**src/rtl/uart_pkg.sv**
```systemverilog
// Shared types and helpers for the UART receive path: rx FSM states,
// default oversample ratios and the parity expectation function.
package uart_pkg;

    typedef enum logic [2:0] {
        IDLE, START, DATA, PARITY, STOP, BRK_WAIT
    } rx_state_e;

    localparam int OSR_HI_DEF = 16;
    localparam int OSR_LO_DEF = 13;

    // Stick parity forces the bit to !eps; otherwise even/odd over the data word.
    function automatic logic parity_calc(input logic sp, input logic eps, input logic data_xor);
        if (sp)
            return !eps;
        return eps ? data_xor : !data_xor;
    endfunction

endpackage

```
**src/rtl/uart_rx_sampler.sv**
```systemverilog
// Line synchroniser, optional 3-sample majority vote and bit-timing counter.
// UART_RX_MAJORITY_EN: sample value is the majority of the last three rx_s values.
module uart_rx_sampler import uart_pkg::*; #(
    parameter int SYNC_STG = 2,
    parameter int OSR_HI   = OSR_HI_DEF,
    parameter int OSR_LO   = OSR_LO_DEF
) (
    input  logic bclk_in,
    input  logic rstn_in,
    input  logic serial_in,
    input  logic run,
    input  logic mid_phase,
    input  logic osr_lo,
    output logic rx_s,
    output logic smp,
    output logic tick
);

    localparam int CNT_W = $clog2(OSR_HI);
    localparam logic [CNT_W-1:0] HI_LAST = CNT_W'(OSR_HI - 1);
    localparam logic [CNT_W-1:0] LO_LAST = CNT_W'(OSR_LO - 1);
    localparam logic [CNT_W-1:0] HI_MID  = CNT_W'((OSR_HI - 1) / 2);
    localparam logic [CNT_W-1:0] LO_MID  = CNT_W'((OSR_LO - 1) / 2);

    logic [SYNC_STG-1:0] sync_q;
    logic [CNT_W-1:0]    cnt, cnt_end;

    always_ff @(posedge bclk_in or negedge rstn_in) begin
        if (!rstn_in)
            sync_q <= '1;
        else
            sync_q <= {sync_q[SYNC_STG-2:0], serial_in};
    end

    assign rx_s = sync_q[SYNC_STG-1];

`ifdef UART_RX_MAJORITY_EN
    logic [1:0] hist;

    always_ff @(posedge bclk_in or negedge rstn_in) begin
        if (!rstn_in)
            hist <= '1;
        else
            hist <= {hist[0], rx_s};
    end

    assign smp = (rx_s & hist[0]) | (rx_s & hist[1]) | (hist[0] & hist[1]);
`else
    assign smp = rx_s;
`endif

    // The start bit is checked at its middle; every later bit one full OSR on.
    always_comb begin
        cnt_end = osr_lo ? LO_LAST : HI_LAST;
        if (mid_phase)
            cnt_end = osr_lo ? LO_MID : HI_MID;
    end

    assign tick = run && (cnt == cnt_end);

    always_ff @(posedge bclk_in or negedge rstn_in) begin
        if (!rstn_in)
            cnt <= '0;
        else if (!run || tick)
            cnt <= '0;
        else
            cnt <= cnt + 1'b1;
    end

endmodule

```
**src/rtl/uart_rx_deser.sv**
```systemverilog
// UART receive deserialiser: frame FSM, data shift register and held-word handshake.
// UART_RX_MAJORITY_EN (in uart_rx_sampler) selects majority-vote sampling.
module uart_rx_deser import uart_pkg::*; #(
    parameter int MAX_DATA_W = 8,
    parameter int LEN_W      = 3,
    parameter int SYNC_STG   = 2,
    parameter int OSR_HI     = OSR_HI_DEF,
    parameter int OSR_LO     = OSR_LO_DEF
) (
    input  logic                  bclk_in,
    input  logic                  rstn_in,
    input  logic                  enable_in,
    input  logic                  serial_in,
    input  logic                  osm_sel_in,
    input  logic [LEN_W-1:0]      len_in,
    input  logic                  pen_in,
    input  logic                  eps_in,
    input  logic                  sp_in,
    input  logic                  ack_in,
    output logic [MAX_DATA_W-1:0] data_out,
    output logic                  valid_out,
    output logic                  parity_err_out,
    output logic                  frame_err_out,
    output logic                  break_out,
    output logic                  overrun_out,
    output logic                  busy_out
);

    rx_state_e             state_q, state_d;
    logic                  rx_s, smp, tick, run;
    logic                  cfg_osm, cfg_pen, cfg_eps, cfg_sp;
    logic [LEN_W-1:0]      cfg_len, len_eff, bit_idx;
    logic [MAX_DATA_W-1:0] shreg;
    logic                  perr_q, par_q, brk_now, done;

    assign len_eff = (int'(len_in) < 4 || int'(len_in) > MAX_DATA_W - 1)
                   ? LEN_W'(MAX_DATA_W - 1) : len_in;
    assign run      = state_q inside {START, DATA, PARITY, STOP};
    assign busy_out = (state_q != IDLE);

    uart_rx_sampler #(
        .SYNC_STG (SYNC_STG),
        .OSR_HI   (OSR_HI),
        .OSR_LO   (OSR_LO)
    ) u_smp (
        .bclk_in   (bclk_in),
        .rstn_in   (rstn_in),
        .serial_in (serial_in),
        .run       (run),
        .mid_phase (state_q == START),
        .osr_lo    (cfg_osm),
        .rx_s      (rx_s),
        .smp       (smp),
        .tick      (tick)
    );

    assign brk_now = (shreg == '0) && !(cfg_pen && par_q) && !smp;
    assign done    = enable_in && (state_q == STOP) && tick;

    always_ff @(posedge bclk_in or negedge rstn_in) begin
        if (!rstn_in)
            state_q <= IDLE;
        else
            state_q <= state_d;
    end

    always_comb begin
        state_d = state_q;
        case (state_q)
            IDLE:     if (!rx_s) state_d = START;
            START:    if (tick) state_d = smp ? IDLE : DATA;
            DATA:     if (tick && bit_idx == cfg_len) state_d = cfg_pen ? PARITY : STOP;
            PARITY:   if (tick) state_d = STOP;
            STOP:     if (tick) state_d = brk_now ? BRK_WAIT : IDLE;
            BRK_WAIT: if (rx_s) state_d = IDLE;
            default:  state_d = IDLE;
        endcase
        if (!enable_in)
            state_d = IDLE;
    end

    // Config is captured continuously while idle, frozen for the whole frame.
    always_ff @(posedge bclk_in or negedge rstn_in) begin
        if (!rstn_in) begin
            cfg_osm <= 1'b0;
            cfg_len <= '0;
            cfg_pen <= 1'b0;
            cfg_eps <= 1'b0;
            cfg_sp  <= 1'b0;
            shreg   <= '0;
            bit_idx <= '0;
            perr_q  <= 1'b0;
            par_q   <= 1'b0;
        end else if (state_q == IDLE) begin
            cfg_osm <= osm_sel_in;
            cfg_len <= len_eff;
            cfg_pen <= pen_in;
            cfg_eps <= eps_in;
            cfg_sp  <= sp_in;
            shreg   <= '0;
            bit_idx <= '0;
            perr_q  <= 1'b0;
            par_q   <= 1'b0;
        end else if (tick) begin
            if (state_q == DATA) begin
                shreg[bit_idx] <= smp;
                bit_idx        <= bit_idx + 1'b1;
            end
            if (state_q == PARITY) begin
                par_q  <= smp;
                perr_q <= (smp != parity_calc(cfg_sp, cfg_eps, ^shreg));
            end
        end
    end

    // A completion beats a simultaneous ack; overrun only if the old word was never taken.
    always_ff @(posedge bclk_in or negedge rstn_in) begin
        if (!rstn_in) begin
            data_out       <= '0;
            valid_out      <= 1'b0;
            parity_err_out <= 1'b0;
            frame_err_out  <= 1'b0;
            break_out      <= 1'b0;
            overrun_out    <= 1'b0;
        end else if (done) begin
            data_out       <= shreg;
            valid_out      <= 1'b1;
            parity_err_out <= perr_q;
            frame_err_out  <= !smp;
            break_out      <= brk_now;
            overrun_out    <= valid_out && !ack_in;
        end else if (ack_in) begin
            valid_out      <= 1'b0;
            overrun_out    <= 1'b0;
        end
    end

endmodule

```
**config.mk**
```make
export PLATFORM = sky130hd
export DESIGN_NAME = uart_rx_deser
export DESIGN_NICKNAME = d
export VERILOG_FILES = /design/src/rtl/uart_pkg.sv /design/src/rtl/uart_rx_sampler.sv /design/src/rtl/uart_rx_deser.sv
export SDC_FILE = /design/constraint.sdc
export NUM_CORES = 1
export LEC_CHECK = 0
export CAP_MARGIN = 20
export CORE_ASPECT_RATIO = 1.4
export CORE_MARGIN = 1.5
export CORE_UTILIZATION = 50
export DETAILED_ROUTE_END_ITERATION = 6
export PLACE_DENSITY = 0.75
export SLEW_MARGIN = 20
export SYNTH_ARGS = -nofsm -noshare
export SYNTH_HDL_FRONTEND = slang
export SYNTH_HIERARCHICAL = 1
export SYNTH_SLANG_ARGS = --single-unit
```
**constraint.sdc**
```tcl
create_clock -name bclk_in -period 2.4 [get_ports bclk_in]
set_input_delay 0.6 -clock bclk_in [delete_from_list [all_inputs] [get_ports bclk_in]]
set_output_delay 0.6 -clock bclk_in [all_outputs]
set_load 0.01 [all_outputs]
```
==> run_summary.xml <==
<?xml version="1.0" encoding="UTF-8"?>
<metrics>
  <group name="yosys">
    <metric name="postSynth.asyncResetShare" unit="%">100</metric>
    <metric name="compound_gate_portion_of_the_synthesized_area" unit="%">14.8</metric>
    <metric name="synth_cell_types" unit="">47</metric>
    <metric name="postSynth.topFlopCell" unit="">sky130_fd_sc_hd__dfrtp_1</metric>
    <metric name="synth_top_family_by_area" unit="">simple AND/OR/NAND/NOR gates</metric>
    <metric name="synth_seq_area_share" unit="%">47.8</metric>
    <metric name="synth.area.top_cells" unit="">sky130_fd_sc_hd__dfrtp_1, sky130_fd_sc_hd__o21ai_0, sky130_fd_sc_hd__ha_1</metric>
    <metric name="synth-xor-area-share" unit="%">4.37</metric>
    <metric name="synth_mux_area_share" unit="%">3.91</metric>
    <metric name="postSynthNetCount" unit="">238</metric>
    <metric name="synth_top_area_share" unit="%">45.4</metric>
    <metric name="synth_area" unit="µm²">2210</metric>
    <metric name="yosys_register_bits" unit="">42</metric>
    <metric name="post_synth_inst_count" unit="">220</metric>
    <metric name="yosys_warnings" unit="">6</metric>
    <metric name="synth_enable_flop_cells" unit="">0</metric>
    <metric name="postSynthAreaPerCell" unit="µm²">10.0</metric>
    <metric name="library_cell_with_the_largest_summed_area_after_synthesis" unit="">sky130_fd_sc_hd__dfrtp_1</metric>
    <metric name="synthAdderAreaFrac" unit="%">3.40</metric>
    <metric name="synth_area_in_simple_gates" unit="%">18.2</metric>
  </group>
  <group name="clock_tree">
    <metric name="clock_insertion_delay_worst_skew" unit="ns">0.30</metric>
    <metric name="clock_tree.buffer_depth" unit="">2</metric>
    <metric name="clk_pin_slew" unit="ns">0.08</metric>
    <metric name="cts_inserted_buffers" unit="">5</metric>
    <metric name="cts_tree" unit="">done</metric>
    <metric name="cts.sink_count" unit="">42</metric>
    <metric name="cts_root_buf" unit="">sky130_fd_sc_hd__clkbuf_8</metric>
    <metric name="post_cts_hold_buffer_count" unit="">0</metric>
    <metric name="htree_num_levels" unit="">2</metric>
  </group>
  <group name="timing">
    <metric name="layout_min_cycle_time" unit="ns">2.31</metric>
    <metric name="timing.max_slew.rel_slack" unit="%">57.3</metric>
    <metric name="report.final.setup_viol" unit="">0</metric>
    <metric name="fmax" unit="GHz">0.433</metric>
    <metric name="final_max_slew_viol_count" unit="">0</metric>
    <metric name="finalHoldViolCount" unit="">0</metric>
    <metric name="worst_clock_skew" unit="ns">0.00678</metric>
    <metric name="post_route_worst_hold_slack" unit="ns">0.356</metric>
    <metric name="finalCritPeriodShare" unit="%">96.2</metric>
    <metric name="tightest_slew" unit="ns">0.639</metric>
  </group>
  <group name="placement">
    <metric name="gp_congestion" unit="">0.884</metric>
    <metric name="place_hpwl" unit="µm">2980</metric>
    <metric name="dp_cells" unit="">301</metric>
    <metric name="port-buffer-count" unit="">25</metric>
  </group>
  <group name="worst_setup_path">
    <metric name="r2r_slack" unit="ns">0.09</metric>
    <metric name="timing.setup.critical_path_class" unit="">flip-flop to flip-flop</metric>
    <metric name="worstPathCellList" unit="">nand2b_4 &gt; nor2_1 &gt; or3b_1 &gt; a21oi_2 &gt; o211a_4 &gt; buf_6 &gt; nor4b_4 &gt; buf_4 &gt; nand3_1 &gt; mux2i_1 &gt; nor2_1</metric>
    <metric name="worstPathRequired" unit="ns">2.58</metric>
    <metric name="register_to_register_path_depth" unit="">11</metric>
    <metric name="worst_setup_path_startpoint" unit="">state_q[0]$_DFFE_PN0P_</metric>
    <metric name="cp-endpoint" unit="">shreg[3]$_DFFE_PN0P_</metric>
    <metric name="cpMostUsedCell" unit="">sky130_fd_sc_hd__nor2_1</metric>
    <metric name="cp-start-kind" unit="">flip-flop</metric>
    <metric name="critical_path.slowest_cell" unit="">sky130_fd_sc_hd__dfrtp_1</metric>
    <metric name="timing.rr.end" unit="">shreg[3]$_DFFE_PN0P_</metric>
    <metric name="setup.worst_path.end_class" unit="">flip-flop</metric>
    <metric name="critical_path_peak_fanout" unit="">8</metric>
    <metric name="cpPeakStageDelay" unit="ns">0.42</metric>
    <metric name="worst-endpoint-arrival" unit="ns">2.49</metric>
    <metric name="reg2reg_launch_point" unit="">state_q[0]$_DFFE_PN0P_</metric>
  </group>
  <group name="global_routing">
    <metric name="grt_overflow" unit="">0</metric>
    <metric name="grt_pass1_vias" unit="">1607</metric>
    <metric name="grt_util_all_layers" unit="%">19.5</metric>
    <metric name="grt_pass1_wl" unit="µm">7060</metric>
    <metric name="grt_start_max_net_pins" unit="">43</metric>
    <metric name="antenna_found_initial" unit="">0</metric>
  </group>
  <group name="drt">
    <metric name="final_wirelength" unit="µm">4210</metric>
    <metric name="vias_post_dr" unit="">1682</metric>
    <metric name="ant_nets" unit="">0</metric>
    <metric name="vias_per_cell" unit="">5.37</metric>
    <metric name="route.detailed.drc" unit="">0</metric>
    <metric name="wire_per_inst" unit="µm">13.5</metric>
    <metric name="drt_iter0_drc" unit="">66</metric>
    <metric name="drt_first_pass_iters" unit="">4</metric>
  </group>
  <group name="final_layout">
    <metric name="synthToLayoutAreaGrowth" unit="%">20.9</metric>
    <metric name="fraction_of_final_layout_cells_with_drive_strength_greater_than_1" unit="%">17.0</metric>
    <metric name="diodes" unit="">0</metric>
    <metric name="final_cell_mix" unit="">sky130_fd_sc_hd__dfrtp_1, sky130_fd_sc_hd__clkdlybuf4s50_1, sky130_fd_sc_hd__nor2_1</metric>
    <metric name="final_nets" unit="">270</metric>
    <metric name="final_common_cell" unit="">sky130_fd_sc_hd__dfrtp_1</metric>
    <metric name="instances_no_fill" unit="">313</metric>
  </group>
  <group name="power">
    <metric name="cellPowerDensity" unit="nW/µm²">769</metric>
    <metric name="p_leak" unit="nW">1.14</metric>
    <metric name="vdd_drop_max" unit="V">0.000453</metric>
  </group>
  <group name="floorplanning">
    <metric name="die-height" unit="µm">81.6</metric>
    <metric name="design.die.area" unit="µm²">4820</metric>
    <metric name="floorplan.die.width" unit="µm">59.1</metric>
    <metric name="start_util" unit="%">52.0</metric>
    <metric name="placement_rows" unit="">28</metric>
    <metric name="placeableCoreArea" unit="µm²">4240</metric>
    <metric name="top_level_ports" unit="">26</metric>
  </group>
  <group name="worst_hold_path">
    <metric name="holdCritPathClass" unit="">primary input to asynchronous set/reset pin</metric>
  </group>
  <group name="outcome">
    <metric name="status" unit="">finished, final reports clean</metric>
  </group>
  <group name="job">
    <metric name="maxCapViolations" unit="">0</metric>
  </group>
</metrics>
metal layers:
metal	up-vias	share of wire, %	GRT usage, %
met3	10	2.9	3.78
met2	34	50	32.4
li1	825	-	-
met1	813	44	23.1
met4	0	2.6	11.1
met5	-	0	0
timing repair:
item | 4_1_cts | 5_1_grt
cloned | 0 | 0
gates resized for setup | 1 | 7
setup buffers | 1 | 3
pin swaps | 0 | 2
setup endpoints to repair | 5 | 11
through the flow:
stage / instance area (µm²) / setup WS [ns] / TNS, ns / power, mW / util [%]
6_report: 2670 / 0.0918 / 0 / 2.05 / 62.9
5_1_grt: 2670 / -0.00732 / -0.00732 / 2.17 / 62.9
4_1_cts: 2610 / -0.0276 / -0.0276 / 2.05 / 61.6
3_5_place_dp: 2490 / -0.0227 / -0.0227 / 1.50 / 58.8
3_3_place_gp: 2490 / 0.0694 / 0 / 1.48 / 58.8
2_1_floorplan: 2210 / 0.00609 / 0 / 1.32 / -
synth_stat cells, types with 2 or more instances:
cell type and number:
sky130_fd_sc_hd__clkbuf_8 4, sky130_fd_sc_hd__ha_1 6, sky130_fd_sc_hd__dfstp_2 2, sky130_fd_sc_hd__o21ai_0 18, sky130_fd_sc_hd__xnor2_1 6, sky130_fd_sc_hd__xor2_1 5, sky130_fd_sc_hd__inv_1 17, sky130_fd_sc_hd__nor2_1 20
sky130_fd_sc_hd__buf_2 3, sky130_fd_sc_hd__dfrtp_1 40, sky130_fd_sc_hd__nand3_1 5, sky130_fd_sc_hd__nand2b_1 3, sky130_fd_sc_hd__a21oi_1 10, sky130_fd_sc_hd__o22ai_1 2, sky130_fd_sc_hd__o31ai_1 3, sky130_fd_sc_hd__a31oi_1 9
sky130_fd_sc_hd__mux2i_1 3, sky130_fd_sc_hd__nor3_1 4, sky130_fd_sc_hd__mux2_2 5, sky130_fd_sc_hd__nand3b_1 2, sky130_fd_sc_hd__and2b_2 2, sky130_fd_sc_hd__nand2_1 18, sky130_fd_sc_hd__nor2b_1 2, sky130_fd_sc_hd__nor3b_1 4
sky130_fd_sc_hd__nand4_1 3, sky130_fd_sc_hd__clkbuf_1 3
cell families after synthesis:
family | after synthesis
simple gates | 72
compound gates | 51
flops | 42
buf+inv | 30
xor+xnor | 11
mux | 8
fa+ha+maj | 6
flip-flops by register name (all words and copies together) (netlist names):
register,cells
parity_err_out,1
u_smp/sync_q,2
cfg_len,3
cfg_osm,1
cfg_eps,1
break_out,1
perr_q,1
bit_idx,3
valid_out,1
data_out,8
u_smp/cnt,4
par_q,1
cfg_pen,1
cfg_sp,1
overrun_out,1
frame_err_out,1
shreg,8
state_q,3
critical path, delay by kind of cell (launching register included):
| kind | cells | cell delay [ns] |
|---|---|---|
| flip-flops | 1 | 0.42 |
| multiplexers | 1 | 0.17 |
| AO/OA/AOI/OAI | 2 | 0.39 |
| AND/OR/NAND/NOR | 6 | 0.91 |
| buffers and inverters | 2 | 0.31 |
worst min-delay path by stage:
| stage | startpoint | to | slack, ns |
|---|---|---|---|
| 2_1_floorplan | rstn_in | bit_idx[0]$_DFFE_PN0P_ | 0.30 |
| 3_3_place_gp | u_smp/sync_q[0]$_DFF_PN1_ | u_smp/sync_q[1]$_DFF_PN1_ | 0.35 |
| 3_5_place_dp | u_smp/sync_q[0]$_DFF_PN1_ | u_smp/sync_q[1]$_DFF_PN1_ | 0.35 |
| 4_1_cts | u_smp/sync_q[0]$_DFF_PN1_ | u_smp/sync_q[1]$_DFF_PN1_ | 0.36 |
| 5_1_grt | u_smp/sync_q[0]$_DFF_PN1_ | u_smp/sync_q[1]$_DFF_PN1_ | 0.37 |
| 6_report | rstn_in | u_smp/cnt[1]$_DFF_PN0_ | 0.36 |
report_power, final:
| group | switching, mW | leakage (nW) | internal [mW] |
|---|---|---|---|
| Clock | 0.240 | 0.0579 | 0.306 |
| Sequential | 0.0862 | 0.555 | 0.791 |
| Combinational | 0.352 | 0.526 | 0.276 |
| Total | 0.678 | 1.14 | 1.37 |
layout make-up:
| class | instances | area (µm²) |
|---|---|---|
| inverter | 18 | 67.6 |
| timing repair buffer | 37 | 339 |
| sequential | 42 | 1050 |
| multi-input combinational | 148 | 1020 |
| clock buffer | 5 | 68.8 |
| clock inverter | 3 | 40.0 |
| tap | 60 | 75.1 |
| fill | 366 | 1570 |
Power figures use the tool's default switching activity.
